--- src/rtl/microwave_pkg.sv ---
// Shared types and constants for the microwave cook-cycle sequencer.
package microwave_pkg;

  typedef enum logic [2:0] {
    S_IDLE  = 3'd0,
    S_SET   = 3'd1,
    S_LOAD  = 3'd2,
    S_COOK  = 3'd3,
    S_PAUSE = 3'd4,
    S_DONE  = 3'd5
  } state_t;

  typedef logic [3:0] bcd_t;

  // Largest digit allowed in the seconds-tens position.
  localparam bcd_t MAX_SEC_TENS = 4'd5;
  localparam bcd_t MAX_BCD      = 4'd9;

  localparam int QUICK_SECS_TENS_DEFAULT = 3;
  localparam int BEEP_SECS_DEFAULT       = 3;

  // A key may shift in only if it is a decimal digit and the digit it pushes
  // into the seconds-tens slot is a legal tens value.
  function automatic logic key_ok(input bcd_t digit, input bcd_t cur_ones);
    return (digit <= MAX_BCD) && (cur_ones <= MAX_SEC_TENS);
  endfunction

endpackage

--- src/rtl/bcd_entry_reg.sv ---
// MM:SS keypad entry register: shifts accepted digits in from the right,
// rejects non-decimal keys and keys that would make the seconds-tens digit
// exceed 5, and reports whether the shifted value would be nonzero.
module bcd_entry_reg
  import microwave_pkg::*;
(
  input  logic       clk,
  input  logic       rst,
  input  logic       zero,
  input  logic       quick,
  input  logic       shift,
  input  logic [3:0] digit,
  input  logic [3:0] quick_tens,
  output logic [3:0] mins,
  output logic [3:0] sec_tens,
  output logic [3:0] sec_ones,
  output logic       accept,
  output logic       shift_nonzero
);

  // Accept decision and zero detect of the would-be shifted entry.
  always_comb begin
    accept        = key_ok(digit, sec_ones);
    shift_nonzero = (sec_tens != 4'd0) || (sec_ones != 4'd0) || (digit != 4'd0);
  end

  // Entry digits: zeroing beats the quick preset, which beats a key shift.
  always_ff @(posedge clk) begin
    if (rst || zero) begin
      mins     <= 4'd0;
      sec_tens <= 4'd0;
      sec_ones <= 4'd0;
    end else if (quick) begin
      mins     <= 4'd0;
      sec_tens <= quick_tens;
      sec_ones <= 4'd0;
    end else if (shift && accept) begin
      mins     <= sec_tens;
      sec_tens <= sec_ones;
      sec_ones <= digit;
    end
  end

endmodule

--- src/rtl/microwave_sequencer.sv ---
// Cook-cycle controller: keypad entry, timer load/count/clear sequencing,
// magnetron gating and end-of-cook beeper.
// Optional feature macro: MICROWAVE_QUICK_START_EN (start in IDLE loads
// 0:QUICK_SECS_TENS0 and cooks; start in COOK pulses add30).
// Inputs are one-cycle pulses except door_closed (level); priority within a
// cycle is clear > stop > door open > start > key_valid. All outputs are
// registered from the next state, so they change on the edge that takes the
// transition.
module microwave_sequencer
  import microwave_pkg::*;
#(
  parameter int BEEP_SECS       = BEEP_SECS_DEFAULT,
  parameter int QUICK_SECS_TENS = QUICK_SECS_TENS_DEFAULT
) (
  input  logic       clk,
  input  logic       rst,
  input  logic       key_valid,
  input  logic [3:0] key_digit,
  input  logic       start,
  input  logic       stop,
  input  logic       clear,
  input  logic       door_closed,
  input  logic       tick_1hz,
  input  logic       timer_zero,
  output logic       timer_load,
  output logic       timer_en,
  output logic       timer_clr,
  output logic [3:0] load_mins,
  output logic [3:0] load_sec_tens,
  output logic [3:0] load_sec_ones,
  output logic       mag_on,
  output logic       beep,
  output logic [2:0] fsm_state
`ifdef MICROWAVE_QUICK_START_EN
  ,
  output logic       add30
`endif
);

  state_t     state, next_state;
  logic [3:0] beep_cnt, cnt_next;
  logic       entry_zero, entry_quick, entry_shift;
  logic       entry_accept, entry_shift_nonzero;
  logic       clr_next;
`ifdef MICROWAVE_QUICK_START_EN
  logic       add30_next;
`endif

  bcd_entry_reg u_entry (
    .clk          (clk),
    .rst          (rst),
    .zero         (entry_zero),
    .quick        (entry_quick),
    .shift        (entry_shift),
    .digit        (key_digit),
    .quick_tens   (4'(QUICK_SECS_TENS)),
    .mins         (load_mins),
    .sec_tens     (load_sec_tens),
    .sec_ones     (load_sec_ones),
    .accept       (entry_accept),
    .shift_nonzero(entry_shift_nonzero)
  );

  // Next-state, entry control and strobe decode.
  always_comb begin
    next_state  = state;
    entry_zero  = 1'b0;
    entry_quick = 1'b0;
    entry_shift = 1'b0;
    clr_next    = 1'b0;
    cnt_next    = beep_cnt;
`ifdef MICROWAVE_QUICK_START_EN
    add30_next  = 1'b0;
`endif
    if (clear) begin
      next_state = S_IDLE;
      entry_zero = 1'b1;
      clr_next   = 1'b1;
    end else begin
      case (state)
        S_IDLE, S_SET: begin
          if (!stop) begin
            if (start && door_closed && (state == S_SET)) begin
              next_state = S_LOAD;
`ifdef MICROWAVE_QUICK_START_EN
            end else if (start && door_closed && (state == S_IDLE)) begin
              entry_quick = 1'b1;
              next_state  = S_LOAD;
`endif
            end else if (key_valid) begin
              entry_shift = 1'b1;
              if (entry_accept)
                next_state = entry_shift_nonzero ? S_SET : S_IDLE;
            end
          end
        end
        S_LOAD: next_state = S_COOK;
        S_COOK: begin
          if (stop || !door_closed) begin
            next_state = S_PAUSE;
          end else if (timer_zero) begin
            next_state = S_DONE;
`ifdef MICROWAVE_QUICK_START_EN
          end else if (start) begin
            add30_next = 1'b1;
`endif
          end
        end
        S_PAUSE: begin
          if (stop) begin
            next_state = S_IDLE;
            entry_zero = 1'b1;
            clr_next   = 1'b1;
          end else if (start && door_closed) begin
            next_state = S_COOK;
          end
        end
        S_DONE: begin
          if (stop) begin
            next_state = S_IDLE;
            entry_zero = 1'b1;
          end else if (tick_1hz) begin
            if (beep_cnt == 4'(BEEP_SECS - 1)) begin
              next_state = S_IDLE;
              entry_zero = 1'b1;
            end else begin
              cnt_next = beep_cnt + 4'd1;
            end
          end
        end
        default: next_state = S_IDLE;
      endcase
    end
    if (next_state != S_DONE) cnt_next = 4'd0;
  end

  // State, beep counter and registered outputs.
  always_ff @(posedge clk) begin
    if (rst) begin
      state      <= S_IDLE;
      beep_cnt   <= 4'd0;
      timer_load <= 1'b0;
      timer_en   <= 1'b0;
      timer_clr  <= 1'b0;
      mag_on     <= 1'b0;
      beep       <= 1'b0;
`ifdef MICROWAVE_QUICK_START_EN
      add30      <= 1'b0;
`endif
    end else begin
      state      <= next_state;
      beep_cnt   <= cnt_next;
      timer_load <= (next_state == S_LOAD);
      timer_en   <= (next_state == S_COOK);
      mag_on     <= (next_state == S_COOK);
      beep       <= (next_state == S_DONE);
      timer_clr  <= clr_next;
`ifdef MICROWAVE_QUICK_START_EN
      add30      <= add30_next;
`endif
    end
  end

  assign fsm_state = state;

endmodule

--- config.mk ---
export PLATFORM = sky130hd
export DESIGN_NAME = microwave_sequencer
export DESIGN_NICKNAME = d
export VERILOG_FILES = /design/src/rtl/microwave_pkg.sv /design/src/rtl/bcd_entry_reg.sv /design/src/rtl/microwave_sequencer.sv
export SDC_FILE = /design/constraint.sdc
export NUM_CORES = 1
export LEC_CHECK = 0
export ABC_CLOCK_PERIOD_IN_PS = 2100
export BUFFER_PORTS_ARGS = -buffer_cell sky130_fd_sc_hd__buf_2
export CAP_MARGIN = 15
export CORE_MARGIN = 2
export CORE_UTILIZATION = 50
export DETAILED_ROUTE_END_ITERATION = 16
export GPL_TIMING_DRIVEN = 0
export PLACE_DENSITY = 0.78
export SYNTH_ARGS = -nofsm -noshare
export SYNTH_HDL_FRONTEND = slang
export SYNTH_SLANG_ARGS = --single-unit
--- constraint.sdc ---
create_clock -name clk -period 2.1 [get_ports clk]
set_input_delay 0.42 -clock clk [delete_from_list [all_inputs] [get_ports clk]]
set_output_delay 0.42 -clock clk [all_outputs]
set_load 0.1 [all_outputs]
# Word level (Yosys, flattened, before mapping)

Index checks and enable logic that the tools add are counted.

Register bits after elaboration: 23
Bits of input ports: 13
Output and inout bits: 20
Word-level logic and storage cells: 68

Reductions and logical operators: 16
Bitwise operators: 3
Add/subtract/negate cells: 1
$lt $le $gt $ge: 2
Equal/unequal tests: 10
Multiplexer cells: 27

Operators with widths:

| operator              | number |
|---|---|
| $mux W3               | 12 |
| $pmux W3 S5           | 1 |
| $mux W1               | 13 |
| $eq A3 B2 Y1 const B  | 4 |
| $reduce_bool A4 Y1    | 3 |
| $eq A3 B3 Y1 const B  | 3 |
| $reduce_and A5 Y1     | 1 |
| $add A4 B1 Y4 const B | 1 |
| $eq A4 B2 Y1 const B  | 1 |
| $le A4 B3 Y1 const B  | 1 |
| $le A4 B4 Y1 const B  | 1 |
| $logic_and A1 B1 Y1   | 4 |
| $logic_or A1 B1 Y1    | 4 |
| $reduce_or A2 Y1      | 2 |
| $eq A3 B1 Y1 const B  | 1 |
| $logic_not A3 Y1      | 1 |
| $ne A3 B3 Y1 const B  | 1 |
| $not A1 Y1            | 3 |
| $pmux W1 S2           | 1 |
| $logic_not A1 Y1      | 1 |

# Depth between registers and ports, before layout

Word-level depth: 12
Mapped depth: 8
Depth with buffers taken out: 7

# Modules after synthesis

A second synthesis with hierarchy kept.

Cells, all modules: 139
Area, all modules: 1,305.0 sq um

Modules (own cells, without submodules):

| module              | times used | sequential area each (sq um) | cells an instance | area an instance (sq um) |
|---|---|---|---|---|
| microwave_sequencer | 1          | 220.2                        | 72                | 681.9 |
| bcd_entry_reg       | 1          | 240.2                        | 67                | 623.1 |

# Least setup slack after synthesis

OpenSTA, ideal clock, no wires.

Path type: register to register
From: reg state[2] (netlist: fsm_state[2])
To: reg beep_cnt[2]
Stages on the path, launching flop included: 7
Clock period less this slack: 2.314 ns
Path slack: -0.214 ns
Data arrival time: 2.188 ns
Data required time: 1.975 ns
Setup time: 0.125 ns
Cells stage by stage: dfxtp_1 > buf_2 > nand2_1 > or4_4 > nor2_4 > xnor2_1 > nor3_2

Cells in the longest elaborated chain, start to end: 8

RTL lines:

| element                                        | RTL line                                                                        | source |
|---|---|---|
| start, declared                                | microwave_sequencer.sv:40                                                       | `state_t state, next_state;` |
| start signal, assigned                         | microwave_sequencer.sv:151                                                      | `state <= next_state;` |
| $eq A3 B1 Y1 or $mux W3 (tied branches)        | microwave_sequencer.sv:80, microwave_sequencer.sv:83, microwave_sequencer.sv:92 |  |
| $logic_and A1 B1 Y1 or $mux W3 (tied branches) | microwave_sequencer.sv:83, microwave_sequencer.sv:90                            |  |
| $mux W3                                        | microwave_sequencer.sv:83                                                       | `if (start && door_closed && (state == S_SET)) begin` |
| $mux W3                                        | microwave_sequencer.sv:82                                                       | `if (!stop) begin` |
| $pmux W3 S5                                    | microwave_sequencer.sv:80                                                       | `case (state)` |
| $mux W3                                        | microwave_sequencer.sv:75                                                       | `if (clear) begin` |
| $ne A3 B3 Y1                                   | microwave_sequencer.sv:134                                                      | `if (next_state != S_DONE) cnt_next = 4'd0;` |
| $reduce_or A2 Y1 (no line)                     | --                                                                              |  |
| end signal, assigned                           | microwave_sequencer.sv:152                                                      | `beep_cnt <= cnt_next;` |
| end, declared                                  | microwave_sequencer.sv:41                                                       | `logic [3:0] beep_cnt, cnt_next;` |

Parallel ways exist; a longest one is shown, timed or not.
A chain may end at the register's enable or synchronous reset.

# Worst setup path after layout

From: reg beep_cnt[0]
To: reg u_entry.mins[0]

Cells in the longest elaborated chain, start to end: 7

RTL lines:

| element              | RTL line                   | source |
|---|---|---|
| $eq A4 B2 Y1         | microwave_sequencer.sv:123 | `if (beep_cnt == 4'(BEEP_SECS - 1)) begin` |
| $mux W1              | microwave_sequencer.sv:123 |  |
| $mux W1              | microwave_sequencer.sv:122 | `end else if (tick_1hz) begin` |
| $mux W1              | microwave_sequencer.sv:119 | `if (stop) begin` |
| $pmux W1 S2          | microwave_sequencer.sv:80  |  |
| $mux W1              | microwave_sequencer.sv:75  |  |
| $logic_or A1 B1 Y1   | bcd_entry_reg.sv:29        | `if (rst \|\| zero) begin` |
| end signal, assigned | bcd_entry_reg.sv:38        | `mins <= sec_tens;` |
| end, declared        | bcd_entry_reg.sv:14        | `output logic [3:0] mins,` |

No other way between the ends.

==> out/metrics.csv <==
metric,value,unit
dr.pass1.iters,5,
cts_htree_levels,1,
fp.dieH,51.0,um
cts_buffers,3,
layout-area-overhead-vs-synth,20.4,%
global_route_wire_length_before_repair,3.90,mm
timing.critical_path.from_type,flop,
ios,33,
gr-total-overflow,0,
leakagePower,0.634,nW
switching_share,25.4,%
cts_post_setup_buffers_inserted,0,
timing.setup.tns,0,ps
number_of_nets_in_the_finished_design,174,
share_comb_of_total_power,10.8,%
utilization,61.9,%
place.gp.congestion,0.930,
floorplan.rows,17,
min_delay_worst_endpoint,timer_clr,
worstPathRequired,2310,ps
seq_area_frac_synth,41.7,%
critical_path.reg2reg.endpoint,u_entry.mins[0],
synthesis.area,1100,um^2
synth.area.top_cells,"dfxtp_1, mux2i_1, nor2_1",
hold-worst-slack,304,ps
detail_route.drc_violations,0,
first_global_vias,915,
detail_route.wl_per_cell,12.7,um
worstMarginPinSlew,490,ps
total_routed_length,2.36,mm
track_usage,20.0,%
holdCritPathClass,primary input to flop,
critPathBufInv,2,
core_area,2150,um^2
synth_cell_type_count,38,
finalInstanceArea,1330,um^2
postPlaceCellArea,1300,um^2
cts_sinks,23,
register_area,463,um^2
cts.hold.buffers_added,0,
first_iter_violations,32,
timing_worst_setup_path_type,flop to flop,
dominantRegCellSynth,dfxtp_1,
critPathCaptureType,flop,
yosys_warnings,0,
f_max,0.548,GHz
n_antenna_cell,0,
post-dp-hpwl,1.84,mm
regToRegSetupSlack,280,ps
start_util,51.4,%
postSynthAreaPerCell,9.05,um^2
fill_cells,199,
antenna_found_initial,0,
dieArea,2600,um^2
cts_resizes,0,
cts.root.buffer_cell,clkbuf_4,
timing.final.max_slew_violations,0,
dr_vias_cell,5.33,
ys_seq_elements,23,
synth.net_count,137,
worst_path_dominant_cell_family,simple AND/OR/NAND/NOR gates,
synth_commonest_cells,"dfxtp_1, nor2_1, mux2i_1",
vias,991,
multi_input_area,578,um^2
cp_slowest_cell,o311ai_1,
hold_viol,0,
final_cycle_share,86.9,%
grt_start_max_net_pins,13,
synth.most_common_cell,dfxtp_1,
rsz0062_at_grt,no,
route.antenna.remaining_nets,0,
dieWidth,51.0,um
hold_path_depth,2,
cap_violations,0,
clkPwrFrac,28.2,%
worstSkewPairLatency,310,ps
hold_path_startpoint,rst,
synth_area_leader_cell,dfxtp_1,
path_cells,inv_1 > ha_1 > nor3b_1 > nand2_1 > o311ai_1 > clkbuf_2 > nor2_1,
crit_path_start,beep_cnt[0],
setup_violations,0,
synth_top_area_share,41.7,%
maxSlewHeadroom,67.5,%
syn_inst,122,
fin_worst_skew,1.43,ps
layout-drive-gt1-share,31.0,%
power_switching,0.000184,W
critical_path_arrival,2030,ps
clk_pin_slew,120,ps
p_int,0.000539,W
async_flop_share,0,%
buffers_from_clock_root_to_sink_at_most,2,
synth-edff-count,0,
finalCriticalPeriod,1820,ps
reg2reg_depth,7,
clock_tree_from_tritoncts,built,
power_frac_seq,61.0,%
port-buffer-count,32,
crit_cells,7,
crit_path_max_fanout,10,
crit-reg2reg-launch,beep_cnt[0],
pwr_density_cell,544,nW/um^2
vdd.ir_drop.worst,467,uV
crit_path_max_incr_delay,420,ps
outcome,finished clean,
## sequential cells by signal, summed over array words and instances (netlist names)
signal            count
timer_clr             1
timer_load            1
mag_on                1
u_entry.mins          4
u_entry.sec_tens      4
beep_cnt              4
fsm_state             3
beep                  1
u_entry.sec_ones      4
## worst register-to-register path, cell delays in order, from the launching register on
cell      delay, ps
dfxtp_1         360
inv_1            70
ha_1            130
nor3b_1         250
nand2_1         120
o311ai_1        420
clkbuf_2        300
nor2_1           80
## power by group through the flow
stage / sequential (W) / combinational [W] / clock (W)
floorplan: 0.000469 / 0.0000322 / 0
global placement: 0.000451 / 0.0000763 / 0
detailed placement: 0.000451 / 0.0000769 / 0
CTS: 0.000441 / 0.0000773 / 0.000210
global route: 0.000442 / 0.0000828 / 0.000230
finish: 0.000441 / 0.0000779 / 0.000204
## metal layers
metal  share of wire, %  GRT usage, %
met5                  0             0
met4                1.4          9.46
met3                6.7          3.80
met2                 46          33.5
met1                 46          24.5
## cell families after synthesis
group                    Yosys count  synth area share [%]
AND/OR/NAND/NOR                   55                  27.3
flip-flops                        23                  41.7
AO/OA/AOI/OAI                     17                  11.3
buffers and inverters             12                  5.90
multiplexers                      10                  9.07
XOR/XNOR                           3                  2.38
adder cells (fa/ha/maj)            2                  2.27
## metrics by stage
| stage | total power (W) | std cells | setup slack, ps |
|---|---|---|---|
| 2_1_floorplan | 0.000501 | 122 | 3.65 |
| 3_3_place_gp | 0.000527 | 182 | 202 |
| 3_5_place_dp | 0.000528 | 182 | 155 |
| 4_1_cts | 0.000729 | 186 | 135 |
| 5_1_grt | 0.000755 | 186 | 86.7 |
| 6_report | 0.000723 | 186 | 275 |
## cell usage in the layout, fill, tap and decap left out, drive strengths merged
master,Yosys,final
a21o,1,1
o21ba,1,1
or4,1,1
o21ai,3,3
o21a,1,1
nor3b,1,1
or3b,1,1
nor2,21,21
inv,6,6
clkbuf,2,6
nand2b,4,4
a21bo,1,1
o32ai,1,1
nor2b,5,5
o311ai,1,1
nand3,3,3
nand4b,1,1
xnor2,3,3
a211oi,1,1
ha,2,2
nand2,6,6
a21oi,4,4
o2111a,1,1
buf,4,36
mux2i,10,10
o31a,1,1
o211a,1,1
dfxtp,23,23
nand4,3,3
nor3,4,4
nor4,4,4
or2,1,1
## area by class of cell
class                      count  share of cell area (%)
clock buffer                   4                    1.98
timing repair buffer          32                    12.1
multi-input combinational     87                    43.5
inverter                       6                    1.69
sequential                    23                    34.8
tap                           28                    2.64
buffer                         6                    3.30
## worst max path at each step
stage | end | slack (ps)
after CTS | u_entry.mins[0] | 140
final | u_entry.mins[0] | 280
after floorplan | u_entry.sec_ones[2] | 4
after detailed placement | u_entry.mins[0] | 160
after global routing | u_entry.sec_ones[0] | 90
after global placement | u_entry.sec_ones[0] | 200
Power figures use the tool's default switching activity.
